--- config.mk ---
export PLATFORM = sky130hd
export DESIGN_NAME = fetch_unit_flat
export DESIGN_NICKNAME = d
export VERILOG_FILES = /design/src/rtl/fetch_unit_pkg.sv /design/src/rtl/fetch_unit_if.sv /design/src/rtl/fetch_fifo.sv /design/src/rtl/fetch_unit.sv /design/src/flat_wrapper.sv
export SDC_FILE = /design/constraint.sdc
export NUM_CORES = 1
export LEC_CHECK = 0
export BUFFER_PORTS_ARGS = -buffer_cell sky130_fd_sc_hd__buf_2
export CORE_MARGIN = 5
export CORE_UTILIZATION = 45
export DETAILED_ROUTE_END_ITERATION = 10
export HOLD_SLACK_MARGIN = 0.02
export PLACE_DENSITY = 0.73
export SYNTH_ARGS = -nofsm -noshare
export SYNTH_HDL_FRONTEND = slang
export SYNTH_SLANG_ARGS = --single-unit
--- constraint.sdc ---
create_clock -name clk -period 3.91 [get_ports clk]
set_input_delay 0.1955 -clock clk [delete_from_list [all_inputs] [get_ports clk]]
set_output_delay 0.1955 -clock clk [all_outputs]
set_load 0.005 [all_outputs]
--- src/rtl/fetch_unit_pkg.sv ---
// Shared RISC-V constants (riscv_pkg) plus fetch-stage types and helpers (fetch_unit_pkg).
// riscv_pkg is listed first because fetch_unit_pkg builds on it.
package riscv_pkg;
  localparam int          XLEN             = 32;
  localparam logic [31:0] INST_NOP         = 32'h0000_0013;
  localparam logic [31:0] RESET_PC_DEFAULT = 32'h0000_0000;
  localparam logic [31:0] PC_INC           = 32'd4;
endpackage

package fetch_unit_pkg;
  import riscv_pkg::*;

  localparam int FIFO_DEPTH_DEFAULT = 4;

  // One buffered instruction together with the address it was fetched from.
  typedef struct packed {
    logic [XLEN-1:0] pc;
    logic [XLEN-1:0] inst;
  } fetch_entry_t;

  function automatic logic [XLEN-1:0] align_pc(input logic [XLEN-1:0] pc);
    return {pc[XLEN-1:2], 2'b00};
  endfunction
endpackage

--- src/rtl/fetch_unit_if.sv ---
// Bundles the instruction-memory request/response bus and the core-side
// instruction/redirect handshake. The fetch unit is the master; memory and core are the slave.
interface fetch_unit_if;
  import riscv_pkg::*;

  logic            imem_req;
  logic [XLEN-1:0] imem_addr;
  logic            imem_gnt;
  logic            imem_rvalid;
  logic [XLEN-1:0] imem_rdata;

  logic            inst_valid;
  logic            inst_ready;
  logic [XLEN-1:0] inst;
  logic [XLEN-1:0] inst_pc;

  logic            redirect_valid;
  logic [XLEN-1:0] redirect_pc;
  logic            fetch_err;

  modport master (
    output imem_req, imem_addr, inst_valid, inst, inst_pc, fetch_err,
    input  imem_gnt, imem_rvalid, imem_rdata, inst_ready, redirect_valid, redirect_pc
  );

  modport slave (
    input  imem_req, imem_addr, inst_valid, inst, inst_pc, fetch_err,
    output imem_gnt, imem_rvalid, imem_rdata, inst_ready, redirect_valid, redirect_pc
  );
endinterface

--- src/rtl/fetch_fifo.sv ---
// Generic synchronous FIFO with flush and occupancy count.
// The head reads as zero while the FIFO is empty.
module fetch_fifo #(
  parameter int WIDTH = 32,
  parameter int DEPTH = 4
) (
  input  logic                   clk,
  input  logic                   reset,
  input  logic                   i_push,
  input  logic [WIDTH-1:0]       i_data,
  input  logic                   i_pop,
  input  logic                   i_flush,
  output logic [WIDTH-1:0]       o_data,
  output logic [$clog2(DEPTH):0] o_count,
  output logic                   o_empty,
  output logic                   o_full
);
  localparam int          AW         = $clog2(DEPTH);
  localparam logic [AW:0] FULL_COUNT = (AW+1)'(DEPTH);

  logic [WIDTH-1:0] r_mem [DEPTH];
  logic [AW-1:0]    r_wr_ptr;
  logic [AW-1:0]    r_rd_ptr;
  logic [AW:0]      r_count;
  logic             w_push;
  logic             w_pop;

  assign o_empty = (r_count == '0);
  assign o_full  = (r_count == FULL_COUNT);
  assign o_count = r_count;
  assign o_data  = o_empty ? '0 : r_mem[r_rd_ptr];

  // A push into a full FIFO is accepted when the head leaves in the same cycle.
  assign w_pop  = i_pop && !o_empty;
  assign w_push = i_push && (!o_full || w_pop);

  always_ff @(posedge clk) begin
    if (reset || i_flush) begin
      r_wr_ptr <= '0;
      r_rd_ptr <= '0;
      r_count  <= '0;
    end else begin
      if (w_push) r_wr_ptr <= r_wr_ptr + AW'(1);
      if (w_pop)  r_rd_ptr <= r_rd_ptr + AW'(1);
      r_count <= r_count + (AW+1)'(w_push) - (AW+1)'(w_pop);
    end
  end

  always_ff @(posedge clk) begin
    if (w_push) r_mem[r_wr_ptr] <= i_data;
  end
endmodule

--- src/rtl/fetch_unit.sv ---
// Instruction fetch stage: PC ownership, credit-limited imem requests, prefetch FIFO, redirect flush.
// Optional FETCH_MISALIGN_CHECK_EN: a misaligned redirect raises sticky fetch_err and halts fetch.
module fetch_unit
  import riscv_pkg::*;
  import fetch_unit_pkg::*;
#(
  parameter logic [XLEN-1:0] RESET_PC   = RESET_PC_DEFAULT,
  parameter int              FIFO_DEPTH = FIFO_DEPTH_DEFAULT
) (
  input logic          clk,
  input logic          reset,
  fetch_unit_if.master bus
);
  localparam int          CW         = $clog2(FIFO_DEPTH) + 1;
  localparam int          EW         = $bits(fetch_entry_t);
  localparam logic [CW:0] CREDIT_MAX = (CW+1)'(FIFO_DEPTH);

  logic [XLEN-1:0] r_fetch_pc;
  logic [CW-1:0]   r_outstanding;
  logic [CW-1:0]   r_discard;

  logic            w_err;
  logic            w_grant;
  logic            w_rsp;
  logic            w_drop;
  logic            w_keep;
  logic            w_pend_pop;
  logic            w_pop;
  logic [CW-1:0]   w_outstanding_nxt;
  logic [CW-1:0]   w_inst_count;
  logic [CW:0]     w_inflight;
  logic            w_inst_empty;
  logic [XLEN-1:0] w_pend_pc;
  fetch_entry_t    w_push_entry;
  fetch_entry_t    w_head;

  logic            w_unused_inst_full;
  logic            w_unused_pend_full;
  logic            w_unused_pend_empty;
  logic [CW-1:0]   w_unused_pend_count;

`ifdef FETCH_MISALIGN_CHECK_EN
  logic r_fetch_err;
  logic w_misalign;

  assign w_misalign = bus.redirect_valid && (bus.redirect_pc[1:0] != 2'b00);

  always_ff @(posedge clk) begin
    if (reset)           r_fetch_err <= 1'b0;
    else if (w_misalign) r_fetch_err <= 1'b1;
  end

  assign w_err = r_fetch_err;
`else
  assign w_err = 1'b0;
`endif

  assign bus.fetch_err = w_err;

  // Buffered plus in-flight never exceeds the FIFO depth, so a response always has a slot.
  assign w_inflight   = {1'b0, w_inst_count} + {1'b0, r_outstanding};
  assign bus.imem_req = !reset && !w_err && !bus.redirect_valid && (w_inflight < CREDIT_MAX);
  assign bus.imem_addr = r_fetch_pc;

  assign w_grant = bus.imem_req && bus.imem_gnt;
  // Responses with nothing outstanding (e.g. stragglers after a reset) are ignored.
  assign w_rsp      = bus.imem_rvalid && (r_outstanding != '0);
  assign w_drop     = w_rsp && (r_discard != '0);
  assign w_pend_pop = w_rsp && !w_drop;
  assign w_keep     = w_pend_pop && !bus.redirect_valid;
  assign w_pop      = bus.inst_valid && bus.inst_ready;

  assign w_outstanding_nxt = r_outstanding + CW'(w_grant) - CW'(w_rsp);

  assign w_push_entry = '{pc: w_pend_pc, inst: bus.imem_rdata};

  fetch_fifo #(
    .WIDTH (EW),
    .DEPTH (FIFO_DEPTH)
  ) u_inst_fifo (
    .clk     (clk),
    .reset   (reset),
    .i_push  (w_keep),
    .i_data  (w_push_entry),
    .i_pop   (w_pop),
    .i_flush (bus.redirect_valid),
    .o_data  (w_head),
    .o_count (w_inst_count),
    .o_empty (w_inst_empty),
    .o_full  (w_unused_inst_full)
  );

  // In-order record of the address behind every live request.
  fetch_fifo #(
    .WIDTH (XLEN),
    .DEPTH (FIFO_DEPTH)
  ) u_pend_fifo (
    .clk     (clk),
    .reset   (reset),
    .i_push  (w_grant),
    .i_data  (r_fetch_pc),
    .i_pop   (w_pend_pop),
    .i_flush (bus.redirect_valid),
    .o_data  (w_pend_pc),
    .o_count (w_unused_pend_count),
    .o_empty (w_unused_pend_empty),
    .o_full  (w_unused_pend_full)
  );

  assign bus.inst_valid = !w_inst_empty && !w_err;
  assign bus.inst       = w_head.inst;
  assign bus.inst_pc    = w_head.pc;

  always_ff @(posedge clk) begin
    if (reset) begin
      r_fetch_pc    <= align_pc(RESET_PC);
      r_outstanding <= '0;
      r_discard     <= '0;
    end else begin
      r_outstanding <= w_outstanding_nxt;
      if (bus.redirect_valid) begin
        // Everything still in flight after this cycle belongs to the old stream.
        r_fetch_pc <= align_pc(bus.redirect_pc);
        r_discard  <= w_outstanding_nxt;
      end else begin
        if (w_grant) r_fetch_pc <= r_fetch_pc + PC_INC;
        if (w_drop)  r_discard  <= r_discard - CW'(1);
      end
    end
  end
endmodule

--- src/flat_wrapper.sv ---
// flat-port wrapper written by rule: the top's interface ports become plain ports
module fetch_unit_flat import riscv_pkg::*; import fetch_unit_pkg::*;
#(
  parameter logic [XLEN-1:0] RESET_PC   = RESET_PC_DEFAULT,
  parameter int              FIFO_DEPTH = FIFO_DEPTH_DEFAULT
)
  (clk, reset, bus_imem_req, bus_imem_addr, bus_inst_valid, bus_inst, bus_inst_pc, bus_fetch_err, bus_imem_gnt, bus_imem_rvalid, bus_imem_rdata, bus_inst_ready, bus_redirect_valid, bus_redirect_pc);
  fetch_unit_if bus_i ();
  input logic clk;
  input logic reset;
  output wire logic [$bits(bus_i.imem_req)-1:0] bus_imem_req;
  output wire logic [$bits(bus_i.imem_addr)-1:0] bus_imem_addr;
  output wire logic [$bits(bus_i.inst_valid)-1:0] bus_inst_valid;
  output wire logic [$bits(bus_i.inst)-1:0] bus_inst;
  output wire logic [$bits(bus_i.inst_pc)-1:0] bus_inst_pc;
  output wire logic [$bits(bus_i.fetch_err)-1:0] bus_fetch_err;
  input wire logic [$bits(bus_i.imem_gnt)-1:0] bus_imem_gnt;
  input wire logic [$bits(bus_i.imem_rvalid)-1:0] bus_imem_rvalid;
  input wire logic [$bits(bus_i.imem_rdata)-1:0] bus_imem_rdata;
  input wire logic [$bits(bus_i.inst_ready)-1:0] bus_inst_ready;
  input wire logic [$bits(bus_i.redirect_valid)-1:0] bus_redirect_valid;
  input wire logic [$bits(bus_i.redirect_pc)-1:0] bus_redirect_pc;
  assign bus_imem_req = bus_i.imem_req;
  assign bus_imem_addr = bus_i.imem_addr;
  assign bus_inst_valid = bus_i.inst_valid;
  assign bus_inst = bus_i.inst;
  assign bus_inst_pc = bus_i.inst_pc;
  assign bus_fetch_err = bus_i.fetch_err;
  assign bus_i.imem_gnt = bus_imem_gnt;
  assign bus_i.imem_rvalid = bus_imem_rvalid;
  assign bus_i.imem_rdata = bus_imem_rdata;
  assign bus_i.inst_ready = bus_inst_ready;
  assign bus_i.redirect_valid = bus_redirect_valid;
  assign bus_i.redirect_pc = bus_redirect_pc;
  fetch_unit #(.RESET_PC(RESET_PC), .FIFO_DEPTH(FIFO_DEPTH)) u_core (.clk(clk), .reset(reset), .bus(bus_i));
endmodule
==> flow_metrics.tcl <==
set metrics [dict create \
    synth_flop_cell "edfxtp_1" \
    synth_compound_area_frac 0.0271 \
    grt_usage 0.172 \
    tns_ps 0 \
    area_delta_synth_final_pct 20.2 \
    rsz0062_at_grt "false" \
    synth_common_cells "edfxtp_1, mux4_2, and2_1, dfxtp_1, nor2_1" \
    clock.fmax_mhz 289 \
    async_flop_share 0 \
    synth_simple_gate_area_share 0.0835 \
    synth.distinct_cells 56 \
    slew_headroom 0.221 \
    first_pass_iters 4 \
    clkTransAtPathRegs_ps 60 \
    root_buffer "clkbuf_16" \
    fin_crit_ps 3460 \
    ys_seq_elements 422 \
    cts.sinks 422 \
    fin_nets 1300 \
    post-synth-top-count-cell "edfxtp_1" \
    rows 71 \
    grt_pass1_vias 9985 \
    hpwl_mm 20.3 \
    drv_slew 0 \
    drc_errors 0 \
    drt.antenna.violating_nets 0 \
    start_kind "register" \
    yosys.area_share.adder 0.0176 \
    drt_iter0_markers 578 \
    synth_top_family_by_area "multiplexers" \
    post_synth.cell_area_avg_sq_um 17.6 \
    path_max_fanout 21 \
    die_y_microns 204 \
    cp_num_buf_inv 2 \
    worstSetupPathType "register to register" \
    wl_mm 35.6 \
    cts_buffer_depth 3 \
    whs_path_depth 4 \
    placed_area_sq_mm 0.0184 \
    r2r-end "u_core.u_pend_fifo.o_count[2]" \
    timing.final.crit_share 0.884 \
    ir_drop_mv 0.285 \
    portBuffers 161 \
    grt_max_degree 65 \
    leakagePower_nw 7.00 \
    reg2reg_depth 12 \
    worst_path_most_repeated_cell "ha_1" \
    io_pins 169 \
    whs_endpoint "u_core.bus.imem_addr[29]" \
    cts_made_buffers 43 \
    worst_slew_pin_slew_ps 1170 \
    grt_pass1_wl_mm 56.3 \
    overflow 0 \
    synth_xor_area_frac 0.00725 \
    die_width_microns 204 \
    synth_edf_count 368 \
    total_power_w 0.00996 \
    min-delay-start "bus_redirect_pc[29]" \
    htree_levels 2 \
    synth-seq-area-share 0.717 \
    r2r_setup_slack_ps 450 \
    setup_viol 0 \
    via_per_inst 5.42 \
    fill_cells 2910 \
    max_cap_violations 0 \
    synth.area.top_cells "edfxtp_1, mux4_2, dfxtp_1" \
    cts_resized 0 \
    grt_antenna_before_repair 2 \
    worstSkewPairLatency_ps 540 \
    synth_top_area_frac 0.653 \
    r2r-start "u_core.r_outstanding[2]" \
    status "finished, final reports clean" \
    cts_tree "done" \
    die_area_sq_mm 0.0416 \
    seq_area_sq_mm 0.0121 \
    syn_area_sq_mm 0.0169 \
    synth_top_cell_by_area "edfxtp_1" \
    ys.warnings.count 0 \
    core-area_sq_mm 0.0374 \
    syn_inst 964 \
    layout-drive-gt1-share 0.284 \
    cts_setup_buffers 0 \
    end_kind "register" \
    hp-class "input pin to register" \
    p_per_area_mw_per_mm2 490 \
    required_ps 4350 \
    wire_per_inst_microns 20.3 \
    hold_viol 0 \
    cpLargestDelayFamily "adder cells" \
    crit_chain "ha_1 > or3b_2 > or4_4 > a31oi_4 > inv_1 > ha_1 > inv_1 > ha_1 > fa_1 > xnor2_1 > xnor2_1 > nor2_1" \
    synthMuxAreaShare 0.129 \
    arrival_ps 3890 \
    slowest_delay_ps 590 \
    critPathSlowestCell "or4_4" \
    finClkSkew_ps 25.1 \
    routed-via-count 9494 \
    initial_core_util 0.453 \
    final_area_sq_mm 0.0203 \
    place.gp.congestion 0.792 \
    multi_input_area_sq_mm 0.00451 \
]
## stage by stage
step	hold WS, ps	utilization	instances	setup WS, ps
floorplan	294	-	968	572
global placement	407	0.492	1613	541
detailed placement	413	0.492	1613	453
CTS	59.2	0.544	1750	451
global route	80.1	0.544	1751	337
finish	70.7	0.544	1752	454
## sequential cells by signal (all words and copies together), names as in the netlist, 3 cells and up, named ones only
name,count
u_core.bus.imem_addr,30
u_core.u_inst_fifo.o_count,3
u_core.u_pend_fifo.o_count,3
u_core.r_outstanding,3
u_core.u_inst_fifo.r_mem,248
u_core.r_discard,3
u_core.u_pend_fifo.r_mem,120
## layout make-up
type	instances	share of cell area
diodes	2	0.000246
flip-flops and latches	422	0.597
repair buffers	244	0.0802
clock buffers	61	0.0577
multi-input cells	473	0.222
well taps	511	0.0314
inverters	24	0.00449
clock inverters	15	0.00750
## power by group
group | switching [W] | internal, W | leakage [nW] | total [W]
Combinational | 0.000454 | 0.000441 | 2.52 | 0.000895
Clock | 0.00162 | 0.00224 | 0.648 | 0.00385
Sequential | 0.000130 | 0.00508 | 3.83 | 0.00521
## logic make-up (layout without fill, tap and decap cells)
kind of cell	Yosys count	after routing
other	1	7
and+or+nand+nor	261	261
buffers and inverters	73	344
xor gates and xnor gates	14	14
muxes	103	103
AOI/OAI and AO/OA	68	68
adders and majority gates	22	22
DFF	422	422
## metal layers
layer	up-vias	wire length, microns	global-route usage
met3	52	2260	0.0321
met4	0	784	0.0452
met2	365	17500	0.289
met1	4833	15000	0.234
li1	4244	-	-
met5	-	0	0
## worst min-delay path: stages
cell and delay, ps:
buf_2 80, mux2_2 140, nand2_1 50, mux2i_1 110
## placed cells by master, fill, tap and decap left out, types with 19 or more instances in the layout
cell	n
nand2_1	41
inv_1	23
nor2b_1	33
buf_2	161
nand3_1	19
clkbuf_16	44
dlygate4sd3_1	61
and2_1	72
mux4_2	92
nor2_1	43
edfxtp_1	368
ha_1	19
dfxtp_1	51
a21oi_1	22
## how the worst max path moves through the flow
| stage | from | endpoint | slack, ps | cells after the start |
|---|---|---|---|---|
| 6_report | u_core.r_outstanding[2] | u_core.u_pend_fifo.o_count[2] | 450 | 12 |
| 5_1_grt | u_core.r_outstanding[2] | u_core.u_pend_fifo.o_count[2] | 340 | 12 |
| 4_1_cts | u_core.u_inst_fifo.o_count[2] | u_core.u_pend_fifo.o_count[2] | 450 | 12 |
| 3_5_place_dp | u_core.u_inst_fifo.o_count[2] | u_core.u_pend_fifo.o_count[2] | 450 | 12 |
| 3_3_place_gp | u_core.r_outstanding[2] | u_core.u_pend_fifo.o_count[2] | 540 | 12 |
| 2_1_floorplan | u_core.r_discard[0] | u_core.u_inst_fifo.r_mem[1][0] | 570 | 6 |
## timing repair
item / in CTS / in global routing
hold buffers: 61 / 0
hold endpoints to repair: 157 / 0
setup endpoints to repair: 0 / 0
Power figures use the tool's default switching activity.
